===== config.mk =====
export PLATFORM = sky130hd
export DESIGN_NAME = jtopl_wrseq
export DESIGN_NICKNAME = d
export VERILOG_FILES = /design/src/rtl/jtopl_wrseq.sv
export SDC_FILE = /design/constraint.sdc
export NUM_CORES = 1
export LEC_CHECK = 0
export ABC_AREA = 1
export ABC_CLOCK_PERIOD_IN_PS = 1300
export BUFFER_PORTS_ARGS = -buffer_cell sky130_fd_sc_hd__buf_2
export CAP_MARGIN = 25
export CORE_ASPECT_RATIO = 0.6
export CORE_UTILIZATION = 40
export CTS_BUF_LIST = sky130_fd_sc_hd__clkbuf_8
export DETAILED_ROUTE_END_ITERATION = 10
export PLACE_DENSITY_LB_ADDON = 0.3
export SETUP_SLACK_MARGIN = 0.4
export SLEW_MARGIN = 0
export SYNTH_ARGS = -nofsm -noshare
export SYNTH_HDL_FRONTEND = slang
export SYNTH_SLANG_ARGS = --single-unit

===== constraint.sdc =====
create_clock -name clk -period 1.3 [get_ports clk]
set_clock_uncertainty 0.15 [all_clocks]
set_input_delay 0 -clock clk [delete_from_list [all_inputs] [get_ports clk]]
set_output_delay 0 -clock clk [all_outputs]
set_load 0.005 [all_outputs]

===== src/rtl/jtopl_wrseq.sv =====
// jtopl_wrseq -- host-side write sequencer and arbiter for the OPL register file.
//
// Accepts register writes from two requesters, arbitrates between them and
// turns each accepted write into the two-step OPL bus protocol: an address-port
// strobe, a wait of ADDR_WAIT cen pulses, a data-port strobe, then a wait of
// DATA_WAIT cen pulses before the next write may be accepted.
//
// Parameters:
//   ADDR_WAIT  cen pulses after the address-port write (1..127)
//   DATA_WAIT  cen pulses after the data-port write (1..127)
//
// Ports:
//   rst                 synchronous reset, active-high
//   clk                 clock, rising edge
//   cen                 master-clock enable, only advances the wait counter
//   reqN_valid/reg/val  requester N write request (N = 0, 1)
//   reqN_ready          requester N accepted this cycle (combinational, IDLE only)
//   opl_write           one-cycle write strobe to the register map
//   opl_addr            0 = address port, 1 = data port (holds last value)
//   opl_din             bus data to the register map (holds last value)
//   busy                a transaction is in progress
//   gnt                 requester owning the current or last transaction
//
// Build option:
//   JTOPL_WRSEQ_RR_EN   when defined, ties are broken round-robin instead of
//                       by fixed priority to requester 0.

module jtopl_wrseq #(
  parameter int ADDR_WAIT = 12,
  parameter int DATA_WAIT = 84
) (
  input  logic       rst,
  input  logic       clk,
  input  logic       cen,
  input  logic       req0_valid,
  input  logic [7:0] req0_reg,
  input  logic [7:0] req0_val,
  output logic       req0_ready,
  input  logic       req1_valid,
  input  logic [7:0] req1_reg,
  input  logic [7:0] req1_val,
  output logic       req1_ready,
  output logic       opl_write,
  output logic       opl_addr,
  output logic [7:0] opl_din,
  output logic       busy,
  output logic       gnt
);

  typedef enum logic [2:0] {
    S_IDLE,
    S_ADDR,
    S_AWAIT,
    S_DATA,
    S_DWAIT
  } state_t;

  localparam logic [6:0] LP_AW = 7'(ADDR_WAIT);
  localparam logic [6:0] LP_DW = 7'(DATA_WAIT);

  state_t     r_state;
  state_t     w_next;
  logic [6:0] r_cnt;
  logic [7:0] r_val;
  logic [7:0] r_din;
  logic       r_addr;
  logic       r_gnt;
  logic       w_take;
  logic       w_sel;      // 1 selects requester 1
  logic       w_wait_done;
`ifdef JTOPL_WRSEQ_RR_EN
  logic       r_ptr;      // requester preferred on the next tie
`endif

  // Arbitration: only meaningful while IDLE.
  always_comb begin
    w_take = req0_valid | req1_valid;
`ifdef JTOPL_WRSEQ_RR_EN
    if (req0_valid && req1_valid) w_sel = r_ptr;
    else                          w_sel = req1_valid;
`else
    w_sel = ~req0_valid;
`endif
  end

  // The wait ends on the cen pulse that would take the counter from 1 to 0.
  assign w_wait_done = cen && (r_cnt == 7'd1);

  always_comb begin
    w_next     = r_state;
    req0_ready = 1'b0;
    req1_ready = 1'b0;
    case (r_state)
      S_IDLE: begin
        if (w_take) begin
          w_next     = S_ADDR;
          req0_ready = ~w_sel;
          req1_ready = w_sel;
        end
      end
      S_ADDR:  w_next = S_AWAIT;
      S_AWAIT: if (w_wait_done) w_next = S_DATA;
      S_DATA:  w_next = S_DWAIT;
      S_DWAIT: if (w_wait_done) w_next = S_IDLE;
      default: w_next = S_IDLE;
    endcase
  end

  always_ff @(posedge clk) begin
    if (rst) begin
      r_state <= S_IDLE;
      r_cnt   <= 7'd0;
      r_val   <= 8'd0;
      r_din   <= 8'd0;
      r_addr  <= 1'b0;
      r_gnt   <= 1'b0;
`ifdef JTOPL_WRSEQ_RR_EN
      r_ptr   <= 1'b0;
`endif
    end else begin
      r_state <= w_next;
      case (r_state)
        S_IDLE: begin
          // The register number goes straight onto the bus register so it is
          // presented during the ADDR cycle; the value waits in r_val.
          if (w_take) begin
            r_din  <= w_sel ? req1_reg : req0_reg;
            r_val  <= w_sel ? req1_val : req0_val;
            r_addr <= 1'b0;
            r_gnt  <= w_sel;
`ifdef JTOPL_WRSEQ_RR_EN
            r_ptr  <= ~w_sel;
`endif
          end
        end
        S_ADDR: r_cnt <= LP_AW;
        S_AWAIT: begin
          if (cen) r_cnt <= r_cnt - 7'd1;
          if (w_wait_done) begin
            r_din  <= r_val;
            r_addr <= 1'b1;
          end
        end
        S_DATA: r_cnt <= LP_DW;
        S_DWAIT: if (cen) r_cnt <= r_cnt - 7'd1;
        default: ;
      endcase
    end
  end

  assign opl_write = (r_state == S_ADDR) || (r_state == S_DATA);
  assign opl_addr  = r_addr;
  assign opl_din   = r_din;
  assign busy      = (r_state != S_IDLE);
  assign gnt       = r_gnt;

endmodule


Yosys cells after proc, flatten, opt, wreduce, memory -nomap -nowiden
Cells that the tools add are included.
{"block": "totals", "regBits": 28}
{"block": "classes", "bitwise": 2, "n_eq_ne": 9, "n_reduce_logical": 11, "add_sub_neg": 1, "n_mux": 18}
{"operator": "8-bit 2-to-1 mux", "count": 4}
{"operator": "7-bit case mux with 3 select lines", "count": 1}
{"operator": "8-bit case mux with 2 select lines", "count": 1}
{"operator": "3-bit case mux with 5 select lines", "count": 1}
{"operator": "3-bit 2-to-1 mux", "count": 3}
{"operator": "7-bit by 1-bit == test with 1-bit output, second input constant", "count": 1}
{"operator": "7-bit 2-to-1 mux", "count": 1}
{"operator": "7-bit by 1-bit subtractor with 7-bit output, second input constant", "count": 1}
{"operator": "3-bit by 2-bit == test with 1-bit output, second input constant", "count": 2}
{"operator": "1-bit 2-to-1 mux", "count": 6}
{"operator": "2-bit != test, second input constant", "count": 3}
{"operator": "3-bit AND reduction", "count": 2}
{"operator": "3-bit nonzero test", "count": 2}
{"operator": "2-bit AND reduction", "count": 2}
{"operator": "3-bit by 1-bit == test with 1-bit output, second input constant", "count": 1}
{"operator": "3-bit == test, second input constant", "count": 1}
{"operator": "3-bit zero test", "count": 1}
{"operator": "2-bit by 1-bit != test with 1-bit output, second input constant", "count": 1}
{"operator": "1-bit case mux with 2 select lines", "count": 1}
{"operator": "2-bit nonzero test", "count": 1}
{"operator": "2-bit OR reduction", "count": 1}
{"operator": "1-bit logical AND", "count": 1}
{"operator": "1-bit logical OR", "count": 1}
{"operator": "1-bit NOT", "count": 1}
{"operator": "1-bit bitwise OR", "count": 1}

Logic depth before layout (Yosys ltp)
Gate-level depths: netlist (run 1).
{"block": "logic_depth", "word_depth": 4, "ltp_mapped": 9, "ltp_nobuf": 9}

Worst setup path before layout (run 1)
Ideal clock, no wire load.
{"block": "synth_path", "path_type": "reg-to-reg", "start": "register r_state[0]", "end": "register r_gnt (netlist: gnt)", "slack_ps": -31, "arrival_ps": 1066, "period_less_slack_ps": 1331, "stages_incl_launch_ff": 9, "path_cell_list": "dfxtp_1 -> inv_2 -> nand2_2 -> nor2_2 -> o21ai_2 -> buf_6 -> buf_8 -> a21oi_2 -> nor2_2"}
{"block": "synth_between", "elab_chain_len": 2}
{"element": "start: declaration", "line_no": "61", "rtl": "state_t r_state;"}
{"element": "start signal: assignment", "line_no": "121", "rtl": "r_state <= w_next;"}
{"element": "3-bit zero test", "line_no": "122", "rtl": "case (r_state)"}
{"element": "2-bit AND reduction (no source line)"}
{"element": "end signal: assignment", "line_no": "130", "rtl": "r_gnt <= w_sel;"}
{"element": "end: declaration", "line_no": "67", "rtl": "logic r_gnt;"}
No other way between the ends.
A chain may end at the register's enable or synchronous reset.

Final worst setup path (run 1)
{"block": "layout_path", "start": "register r_state[2]", "end": "register r_cnt[6]"}
{"block": "layout_between", "elab_chain_len": 4}
{"element": "3-bit == test / 3-bit by 2-bit == test with 1-bit output (equally long branches)", "line_no": "122"}
{"element": "2-bit OR reduction (no source line)"}
{"element": "2-bit by 1-bit != test with 1-bit output (no source line) / 3-bit nonzero test (equally long branches)"}
{"element": "2-bit AND reduction (no source line)"}
{"element": "end signal: assignment", "line_no": "138", "rtl": "if (cen) r_cnt <= r_cnt - 7'd1;"}
{"element": "end signal: assignment", "line_no": "145", "rtl": "S_DWAIT: if (cen) r_cnt <= r_cnt - 7'd1;"}
{"element": "end: declaration", "line_no": "63", "rtl": "logic [6:0] r_cnt;"}
Several ways; a longest one is shown, not always the timed one.

==> flow_metrics.env, run 1 <==
export IMPL_ant_nets=0
export IMPL_layout_drive_gt1_share_pct=56.5
export IMPL_die_width_um=82.7
export IMPL_grt_use_total_pct=25.2
export IMPL_wl_per_cell_um=15.4
export IMPL_timing_fmax_ghz=0.639
export IMPL_rsz0062_at_grt="true"
export IMPL_cp_max_fo=6
export IMPL_first_iter_violations=162
export IMPL_min_from="rst"
export IMPL_hold_violations=14
export IMPL_post_route_period_util_pct=120
export IMPL_fillCellCount=243
export IMPL_outcome="finished with violations"
export IMPL_nNetsFinal=387
export IMPL_end_kind="flip-flop"
export IMPL_r2r_end="r_cnt[6]"
export IMPL_slew_headroom_pct=74.2
export IMPL_required_ns=1.33
export IMPL_vias_per_cell=5.42
export IMPL_setup_viol=28
export IMPL_ys_seq_area_share_pct=35.9
export IMPL_synthDistinctLibCells=27
export IMPL_clk_latency_ns=0.28
export IMPL_grt_pass1_wl_mm=7.82
export IMPL_ctsLongestPathBuffers=2
export IMPL_start_kind="flip-flop"
export IMPL_via_count=2137
export IMPL_drv_slew=0
export IMPL_ys_warn_count=0
export IMPL_peakVddDrop_mv=0.578
export IMPL_slowest_stage="dfxtp_4"
export IMPL_finalCriticalPeriod_ns=1.56
export IMPL_cts_buffers_inserted=3
export IMPL_core_area_um2=3700
export IMPL_ys_ff_latch=28
export IMPL_violations="hold timing, setup timing"
export IMPL_worst_slack_ns=-0.264
export IMPL_gp_congestion=0.847
export IMPL_port_buffers=50
export IMPL_synth_area_um2=1560
export IMPL_path_cells="inv_4 -> buf_6 -> buf_6 -> nand2_2 -> nand2_2 -> nand3_4 -> nand2_8 -> inv_8 -> nor2_1 -> a21oi_1"
export IMPL_cts_hold_buf=4
export IMPL_grt_pass1_vias=1736
export IMPL_worstSetupPathType="reg -> reg"
export IMPL_syn_area_per_cell_um2=6.40
export IMPL_die_area_um2=4170
export IMPL_die_y_um=50.4
export IMPL_ioPinCount=51
export IMPL_drtPass1Iterations=5
export IMPL_start_util_pct=42.2
export IMPL_rrSetupSlack_ns=-0.26
export IMPL_drt_wl_total_mm=6.06
export IMPL_cap_violations=0
export IMPL_num_rows=17
export IMPL_cts_root_buffer="clkbuf_8"
export IMPL_power_density_nw_per_um2=1110
export IMPL_syn_instance_count=244
export IMPL_antenna_found_initial=0
export IMPL_diodes=0
export IMPL_holdPathStages=3
export IMPL_whs_ns=-0.0939
export IMPL_hold_path_class="in -> reg"
export IMPL_reg2regPathDepth=10
export IMPL_grt_max_degree=21
export IMPL_path_clk_slew_ns=0.09
export IMPL_cts_num_sinks=28
export IMPL_slowest_delay_ns=0.38
export IMPL_whs_endpoint="r_cnt[1]"
export IMPL_p_leak_nw=1.37
export IMPL_dp_worst_setup_slack_ns=-0.115
export IMPL_cts_tree="built"
export IMPL_syn2layout_area_growth_pct=77.9
export IMPL_gr_total_overflow=0
export IMPL_h_tree_depth=1
export IMPL_dp_hpwl_mm=3.09
export IMPL_drcViolationCount=0
export IMPL_arrival_ns=1.59
export IMPL_worst_slew_pin_slew_ns=0.385
export IMPL_synth_nets=283
export IMPL_rr_startpoint="r_state[2]"
==> logic make-up after synthesis <==
| group | after synthesis | share of synthesized area (%) |
|---|---|---|
| AND/OR/NAND/NOR | 135 | 37.2 |
| XOR/XNOR | 1 | 0.561 |
| flip-flops | 28 | 35.9 |
| AO/OA/AOI/OAI | 44 | 14.6 |
| adder cells (fa/ha/maj) | 2 | 1.60 |
| buffers and inverters | 34 | 10.2 |
==> layer usage <==
metal | vias up | routed length (µm) | track usage [%]
met5 | - | 0 | 0
met2 | 154 | 2660 | 39.1
li1 | 988 | - | -
met3 | 41 | 506 | 4.36
met1 | 954 | 2560 | 35.4
met4 | 0 | 332 | 7.76
==> stage by stage <==
step / TNS (ns) / util [%] / area (µm²) / power [mW] / std cells
after floorplan: -0.0383 / - / 1630 / 1.63 / 244
after global placement: -0.950 / 57.0 / 2110 / 1.98 / 361
after detailed placement: -1.17 / 57.0 / 2110 / 1.99 / 361
after CTS: -1.51 / 66.8 / 2470 / 2.72 / 381
after global routing: -5.07 / 75.1 / 2780 / 3.23 / 394
final: -3.48 / 75.1 / 2780 / 3.08 / 394
==> worst max-delay path by stage <==
stage,from,cells past startpoint,end
final,r_state[2],10,r_cnt[6]
after global routing,r_state[2],10,r_cnt[6]
after floorplan,r_state[0],8,gnt
after global placement,r_state[2],8,opl_din[1]
after CTS,r_state[2],7,req1_ready
after detailed placement,r_cnt[1],9,opl_din[1]
==> worst max-delay path, delay by kind of cell (launching register included) <==
kind / cells / cell delay [ns]
flip-flops: 1 / 0.38
AND/OR/NAND/NOR: 5 / 0.55
AO/OA/AOI/OAI: 1 / 0.08
buffers and inverters: 4 / 0.31
==> flip-flops by register name, summed over array words and instances, names as in the netlist <==
register / count
opl_din: 8
r_val: 8
r_cnt: 7
r_state: 3
gnt: 1
opl_addr: 1
==> Yosys cell counts <==
| library cell | instances | area (µm²) |
|---|---|---|
| inv_1 | 20 | 75.1 |
| o21ai_1 | 4 | 20.0 |
| buf_8 | 1 | 15.0 |
| nand3_2 | 1 | 10.0 |
| a21oi_1 | 16 | 80.1 |
| inv_2 | 4 | 15.0 |
| nand2_1 | 78 | 293 |
| nor2_1 | 27 | 101 |
| inv_4 | 1 | 6.26 |
| ha_1 | 2 | 25.0 |
| o21ai_2 | 1 | 8.76 |
| dfxtp_1 | 28 | 561 |
| xnor2_1 | 1 | 8.76 |
| nor2_4 | 1 | 11.3 |
| nand3_1 | 13 | 65.1 |
| buf_2 | 3 | 15.0 |
| or2_2 | 1 | 6.26 |
| buf_4 | 2 | 15.0 |
| nor2_2 | 6 | 37.5 |
| buf_6 | 1 | 11.3 |
| buf_1 | 2 | 7.51 |
| nand4_1 | 1 | 6.26 |
| nand2_2 | 5 | 31.3 |
| a21oi_2 | 1 | 8.76 |
| o21ai_0 | 22 | 110 |
| nand2_4 | 1 | 11.3 |
| nand3b_1 | 1 | 7.51 |
==> final cells by class <==
class | count | area (µm²) | area share, %
repair buffers | 106 | 779 | 28.0
repair inverters | 1 | 8.76 | 0.315
inverters | 25 | 121 | 4.37
well taps | 47 | 58.8 | 2.12
multi-input cells | 183 | 1180 | 42.3
clock buffers | 3 | 41.3 | 1.49
clock inverters | 1 | 3.75 | 0.135
flip-flops and latches | 28 | 589 | 21.2
==> repair_timing <==
action                                  CTS  global route
endpoints found under the setup margin   33            42
gates cloned                              0             2
buffers inserted                         12            11
pin swaps                                11            15
gates resized for setup                  56            60
endpoints found under the hold margin    16            12
==> cells in the final DEF (no fill, tap or decap), types with 9 or more instances in the layout <==
| cell | n |
|---|---|
| nor2_1 | 16 |
| dfxtp_2 | 11 |
| a21oi_1 | 9 |
| buf_2 | 48 |
| buf_4 | 36 |
| inv_1 | 15 |
| nand2_1 | 70 |
| nor2_2 | 9 |
| buf_6 | 15 |
| nand3_1 | 9 |
| nor2_4 | 9 |
| o21ai_2 | 13 |
| dfxtp_1 | 13 |
==> power breakdown <==
part / switching, mW / internal (mW)
logic: 0.808 / 0.713
registers: 0.0809 / 0.985
clock network: 0.276 / 0.213
total: 1.17 / 1.91
Note: power is estimated with default switching activity, not from simulation.
==> run 2, diff against run 1 <==
--- a/config.mk
+++ b/config.mk
@@ -6,7 +6,7 @@
 export NUM_CORES = 1
 export LEC_CHECK = 0
 export ABC_AREA = 1
-export ABC_CLOCK_PERIOD_IN_PS = 1300
+export ABC_CLOCK_PERIOD_IN_PS = 2000
 export BUFFER_PORTS_ARGS = -buffer_cell sky130_fd_sc_hd__buf_2
 export CAP_MARGIN = 25
 export CORE_ASPECT_RATIO = 0.6
==> constraint.sdc (replaced) <==
create_clock -name clk -period 2 [get_ports clk]
set_clock_uncertainty 0.15 [all_clocks]
set_input_delay 0 -clock clk [delete_from_list [all_inputs] [get_ports clk]]
set_output_delay 0 -clock clk [all_outputs]
set_load 0.005 [all_outputs]
==> run 2 against run 1 <==
  * The flow now finishes without violations
  * First-iteration DRC count fell by 20%
  * Utilization shrank 16 points
  * Hold slack better by 0.11 ns
  * Sequential power fell by 36%
  * Non-clock buffer count fell by 30
  * Critical path type is now in -> reg
==> flow_metrics.env, run 2 (synthesis results as in run 1) <==
export IMPL_multi_input_area_um2=897
export IMPL_post_route_period_util_pct=76.3
export IMPL_dp_worst_setup_slack_ns=0.390
export IMPL_hold_violations=0
export IMPL_first_iter_violations=129
export IMPL_start_util_pct=42.2
export IMPL_worst_slew_pin_slew_ns=0.561
export IMPL_p_int_mw=1.14
export IMPL_drtPass1Iterations=4
export IMPL_final_cell_mix="nand2_1, buf_2, nor2_1, dfxtp_1, o21ai_0"
export IMPL_vias_per_cell=4.88
export IMPL_drcViolationCount=0
export IMPL_worstSetupPathType="in -> reg"
export IMPL_power_density_nw_per_um2=786
export IMPL_outcome="completed"
export IMPL_slew_headroom_pct=62.6
export IMPL_power_mw=1.71
export IMPL_layoutNonFillerInstCount=364
export IMPL_grt_util_met2_pct=32.5
export IMPL_start_kind="input port"
export IMPL_required_ns=2.07
export IMPL_grt_pass1_wl_mm=6.91
export IMPL_end_kind="flip-flop"
export IMPL_grt_pass1_vias=1547
export IMPL_timing_fmax_ghz=0.655
export IMPL_num_rows=17
export IMPL_busiest_layer="met2"
export IMPL_arrival_ns=1.59
export IMPL_globalRouteMet3Util_pct=4.00
export IMPL_port_buffers=50
export IMPL_post_route_util_pct=58.7
export IMPL_cap_violations=0
export IMPL_fin_area_um2=2170
export IMPL_cts_buffers_inserted=3
export IMPL_fillCellCount=356
export IMPL_power_switching_mw=0.568
export IMPL_drv_slew=0
export IMPL_gr_total_overflow=0
export IMPL_nNetsFinal=357
export IMPL_cts_num_sinks=28
export IMPL_rsz0062_at_grt="true"
export IMPL_combPwrFrac_pct=33.1
export IMPL_die_area_um2=4170
export IMPL_peakVddDrop_mv=0.368
export IMPL_cts_tree="built"
export IMPL_met1_usage_pct=32.4
export IMPL_finalCriticalPeriod_ns=1.53
export IMPL_via_count=1778
export IMPL_grt_use_total_pct=21.9
export IMPL_antenna_found_initial=0
export IMPL_drt_wl_total_mm=4.37
export IMPL_placed_area_um2=1820
export IMPL_cts_root_buffer="clkbuf_8"
export IMPL_swShare_pct=33.2
export IMPL_worst_slack_ns=0.473
export IMPL_hold_path_class="in -> reg"
export IMPL_whs_ns=0.0141
export IMPL_final_seq_area_um2=563
export IMPL_die_width_um=82.7
export IMPL_p_leak_nw=1.13
export IMPL_final_common_cell="nand2_1"
export IMPL_clk_latency_ns=0.28
export IMPL_layout_drive_gt1_share_pct=29.0
export IMPL_ioPinCount=51
export IMPL_grt_max_degree=21
export IMPL_cp_max_fo=20
export IMPL_p_seq_share_pct=40.3
export IMPL_clkPwrFrac_pct=26.6
export IMPL_ctsLongestPathBuffers=2
export IMPL_dp_hpwl_mm=2.93
export IMPL_syn2layout_area_growth_pct=39.0
export IMPL_wl_per_cell_um=12.0
export IMPL_diodes=0
export IMPL_setup_viol=0
export IMPL_tns_ns=0
export IMPL_gp_congestion=0.881
export IMPL_ant_nets=0
export IMPL_dp_cells=333
export IMPL_path_clk_slew_ns=0.10
export IMPL_h_tree_depth=1
export IMPL_die_y_um=50.4
export IMPL_core_area_um2=3700
run 2: cell count changes in the layout (fill, tap and decap cells not counted), sizes merged:
cell | previous run | this run
clkinv | 2 | 0
buf | 102 | 60
o21ai | 27 | 28
bufinv | 0 | 1
dlygate4sd3 | 4 | 16
run 2: what timing repair did:
action                     CTS  global route
cloned                       0             2
hold buffers                16             0
setup buffers                0             9
hold endpoints to repair    16             0
setup endpoints to repair    8            11
pin swaps                    0             2
resized for setup            1             9
run 2: power by group through the flow:
stage	combinational (mW)	clock, mW	sequential, mW
2_1_floorplan	0.343	0	0.690
3_3_place_gp	0.457	0	0.693
3_5_place_dp	0.467	0	0.695
4_1_cts	0.502	0.455	0.683
5_1_grt	0.637	0.483	0.698
6_report	0.565	0.455	0.687
run 2: metal layers:
metal	wire length (µm)	vias up	part of all wire, %
met5	0	-	0
met4	31	0	0.71
met3	235	4	5.4
met2	1850	60	42
met1	2260	801	52
li1	-	913	-
run 2: final timing paths:
check,endpoint,cells past startpoint,slack [ns],startpoint
max,r_val[7],5,0.47,rst
min,opl_din[2],7,0.01,req1_reg[2]
max reg2reg,opl_din[5],8,0.48,r_cnt[2]
min reg2reg,r_cnt[0],1,0.30,r_cnt[0]
run 2: critical path, cell delays in order:
cell and delay, ns:
dlygate4sd3_1 0.52, buf_2 0.19, inv_1 0.44, o21ai_0 0.25, a21oi_1 0.18
run 2: cell type report:
cell class              count  share of cell area (%)
multi-input cells         184                    41.3
well taps                  47                    2.71
repair buffers             76                    22.4
flip-flops and latches     28                    25.9
clock buffers               3                    1.90
inverters                  25                    4.44
clock inverters             1                    1.38
==> run 3, diff against run 2 <==
--- a/config.mk
+++ b/config.mk
@@ -6,7 +6,7 @@
 export NUM_CORES = 1
 export LEC_CHECK = 0
 export ABC_AREA = 1
-export ABC_CLOCK_PERIOD_IN_PS = 2000
+export ABC_CLOCK_PERIOD_IN_PS = 1500
 export BUFFER_PORTS_ARGS = -buffer_cell sky130_fd_sc_hd__buf_2
 export CAP_MARGIN = 25
 export CORE_ASPECT_RATIO = 0.6
==> constraint.sdc (replaced) <==
create_clock -name clk -period 1.5 [get_ports clk]
set_clock_uncertainty 0.15 [all_clocks]
set_input_delay 0 -clock clk [delete_from_list [all_inputs] [get_ports clk]]
set_output_delay 0 -clock clk [all_outputs]
set_load 0.005 [all_outputs]
==> run 3 against run 2 <==
  * Combinational power is 89% higher
  * Clock power shrank 8.1%
  * Register-to-register slack lost 0.41 ns
  * Sequential power increased by 35%
  * Sequential cell count did not move
  * Cell count grew 4.7%
  * Die area did not move
  * Hold slack worse by 0.012 ns
  * Count of clock-buffer cells in the layout unchanged
  * Worst setup slack worse by 0.42 ns
  * First-iteration DRC count fell by 22%
  * Non-clock buffer count up 19
==> flow_metrics.env, run 3 (synthesis results as in run 1) <==
export IMPL_cts_buffers_inserted=3
export IMPL_peakVddDrop_mv=0.569
export IMPL_worst_slew_pin_slew_ns=0.491
export IMPL_core_area_um2=3700
export IMPL_fin_area_um2=2540
export IMPL_grt_pass1_wl_mm=7.96
export IMPL_grt_pass1_vias=1732
export IMPL_worst_slack_ns=0.0510
export IMPL_hold_path_class="in -> reg"
export IMPL_nNetsFinal=374
export IMPL_cap_violations=0
export IMPL_path_clk_slew_ns=0.09
export IMPL_drcViolationCount=0
export IMPL_port_buffers=50
export IMPL_layout_drive_gt1_share_pct=45.8
export IMPL_rsz0062_at_grt="true"
export IMPL_finalCriticalPeriod_ns=1.45
export IMPL_start_util_pct=42.2
export IMPL_required_ns=1.35
export IMPL_slew_headroom_pct=67.2
export IMPL_rrSetupSlack_ns=0.07
export IMPL_die_area_um2=4170
export IMPL_diodes=0
export IMPL_timing_fmax_ghz=0.690
export IMPL_drt_wl_total_mm=4.99
export IMPL_antenna_found_initial=0
export IMPL_dp_cells=343
export IMPL_power_density_nw_per_um2=949
export IMPL_dp_hpwl_mm=2.97
export IMPL_via_count=1830
export IMPL_worstSetupPathType="reg -> out"
export IMPL_reg2regPathDepth=9
export IMPL_whs_endpoint="r_val[1]"
export IMPL_final_common_cell="nand2_1"
export IMPL_setup_viol=0
export IMPL_grt_max_degree=18
export IMPL_placed_area_um2=1960
export IMPL_dp_worst_setup_slack_ns=0.0436
export IMPL_holdPathStages=5
export IMPL_clk_latency_ns=0.27
export IMPL_start_kind="flip-flop"
export IMPL_h_tree_depth=1
export IMPL_p_leak_nw=1.26
export IMPL_cts_tree="built"
export IMPL_vias_per_cell=4.80
export IMPL_layoutNonFillerInstCount=381
export IMPL_gr_total_overflow=0
export IMPL_num_rows=17
export IMPL_die_width_um=82.7
export IMPL_ant_nets=0
export IMPL_drtPass1Iterations=4
export IMPL_r2r_end="opl_din[6]"
export IMPL_gp_congestion=0.845
export IMPL_post_route_period_util_pct=96.6
export IMPL_post_route_util_pct=68.7
export IMPL_ctsLongestPathBuffers=2
export IMPL_final_cell_mix="nand2_1, buf_2, buf_4"
export IMPL_ioPinCount=51
export IMPL_rr_startpoint="r_cnt[1]"
export IMPL_grt_use_total_pct=25.8
export IMPL_end_kind="output pin"
export IMPL_first_iter_violations=101
export IMPL_cts_root_buffer="clkbuf_8"
export IMPL_arrival_ns=1.30
export IMPL_min_from="req1_val[1]"
export IMPL_cts_num_sinks=28
export IMPL_syn2layout_area_growth_pct=62.7
export IMPL_outcome="completed"
export IMPL_tns_ns=0
export IMPL_drv_slew=0
export IMPL_wl_per_cell_um=13.1
export IMPL_cp_max_fo=7
export IMPL_die_y_um=50.4
export IMPL_hold_violations=0
run 3: cell count changes in the layout (fill, tap and decap cells not counted), moves of 7 or more:
cell	before	now
nor2_1	26	16
o21ai_2	1	11
nor2_2	3	11
buf_6	0	7
o21ai_0	22	5
buf_4	10	22
run 3: through the flow:
stage               power (mW)  hold slack [ns]
global placement          1.63            0.165
CTS                       2.32          0.00451
detailed placement        1.64            0.170
finish                    2.41          0.00216
global route              2.56           0.0228
floorplan                 1.40           0.0937
run 3: worst max-delay path by stage:
stage / startpoint / end / slack (ns)
2_1_floorplan: r_state[0] / gnt / 0.18
3_3_place_gp: r_cnt[1] / opl_din[2] / 0.07
3_5_place_dp: r_cnt[1] / opl_din[3] / 0.04
4_1_cts: r_state[2] / req1_ready / 0.1
5_1_grt: r_state[2] / req1_ready / -0.004
6_report: r_state[0] / req1_ready / 0.05
run 3: final cells by class:
cell class / instances / area, µm²
fill: 299 / 1160
multi-input combinational: 182 / 1070
timing repair buffer: 95 / 679
sequential: 28 / 579
inverter: 25 / 114
tap: 47 / 58.8
clock buffer: 3 / 41.3
clock inverter: 1 / 3.75
run 3: critical path, stage by stage, from the launching register on:
cell and delay, ns:
dfxtp_4 0.37, inv_4 0.07, nand2_4 0.06, nor2_4 0.12, o21ai_4 0.13, nor2_2 0.13, buf_2 0.13
run 3: power by group:
part	switching (mW)	internal, mW
Sequential	0.0768	0.848
Combinational	0.573	0.498
Clock	0.234	0.184
Total	0.883	1.53
run 3: per-layer routing:
layer,GRT usage [%],wire (µm),up-vias
met2,39.6,2130,71
met5,0,0,-
met3,5.64,255,6
met1,36.9,2550,805
met4,4.89,45,0
li1,-,-,948
run 3: what timing repair did:
| action | in CTS | in global routing |
|---|---|---|
| resized for setup | 63 | 18 |
| hold buffers | 15 | 0 |
| pin swaps | 13 | 5 |
| hold endpoints to repair | 15 | 0 |
| setup endpoints to repair | 31 | 32 |
| setup buffers | 16 | 3 |
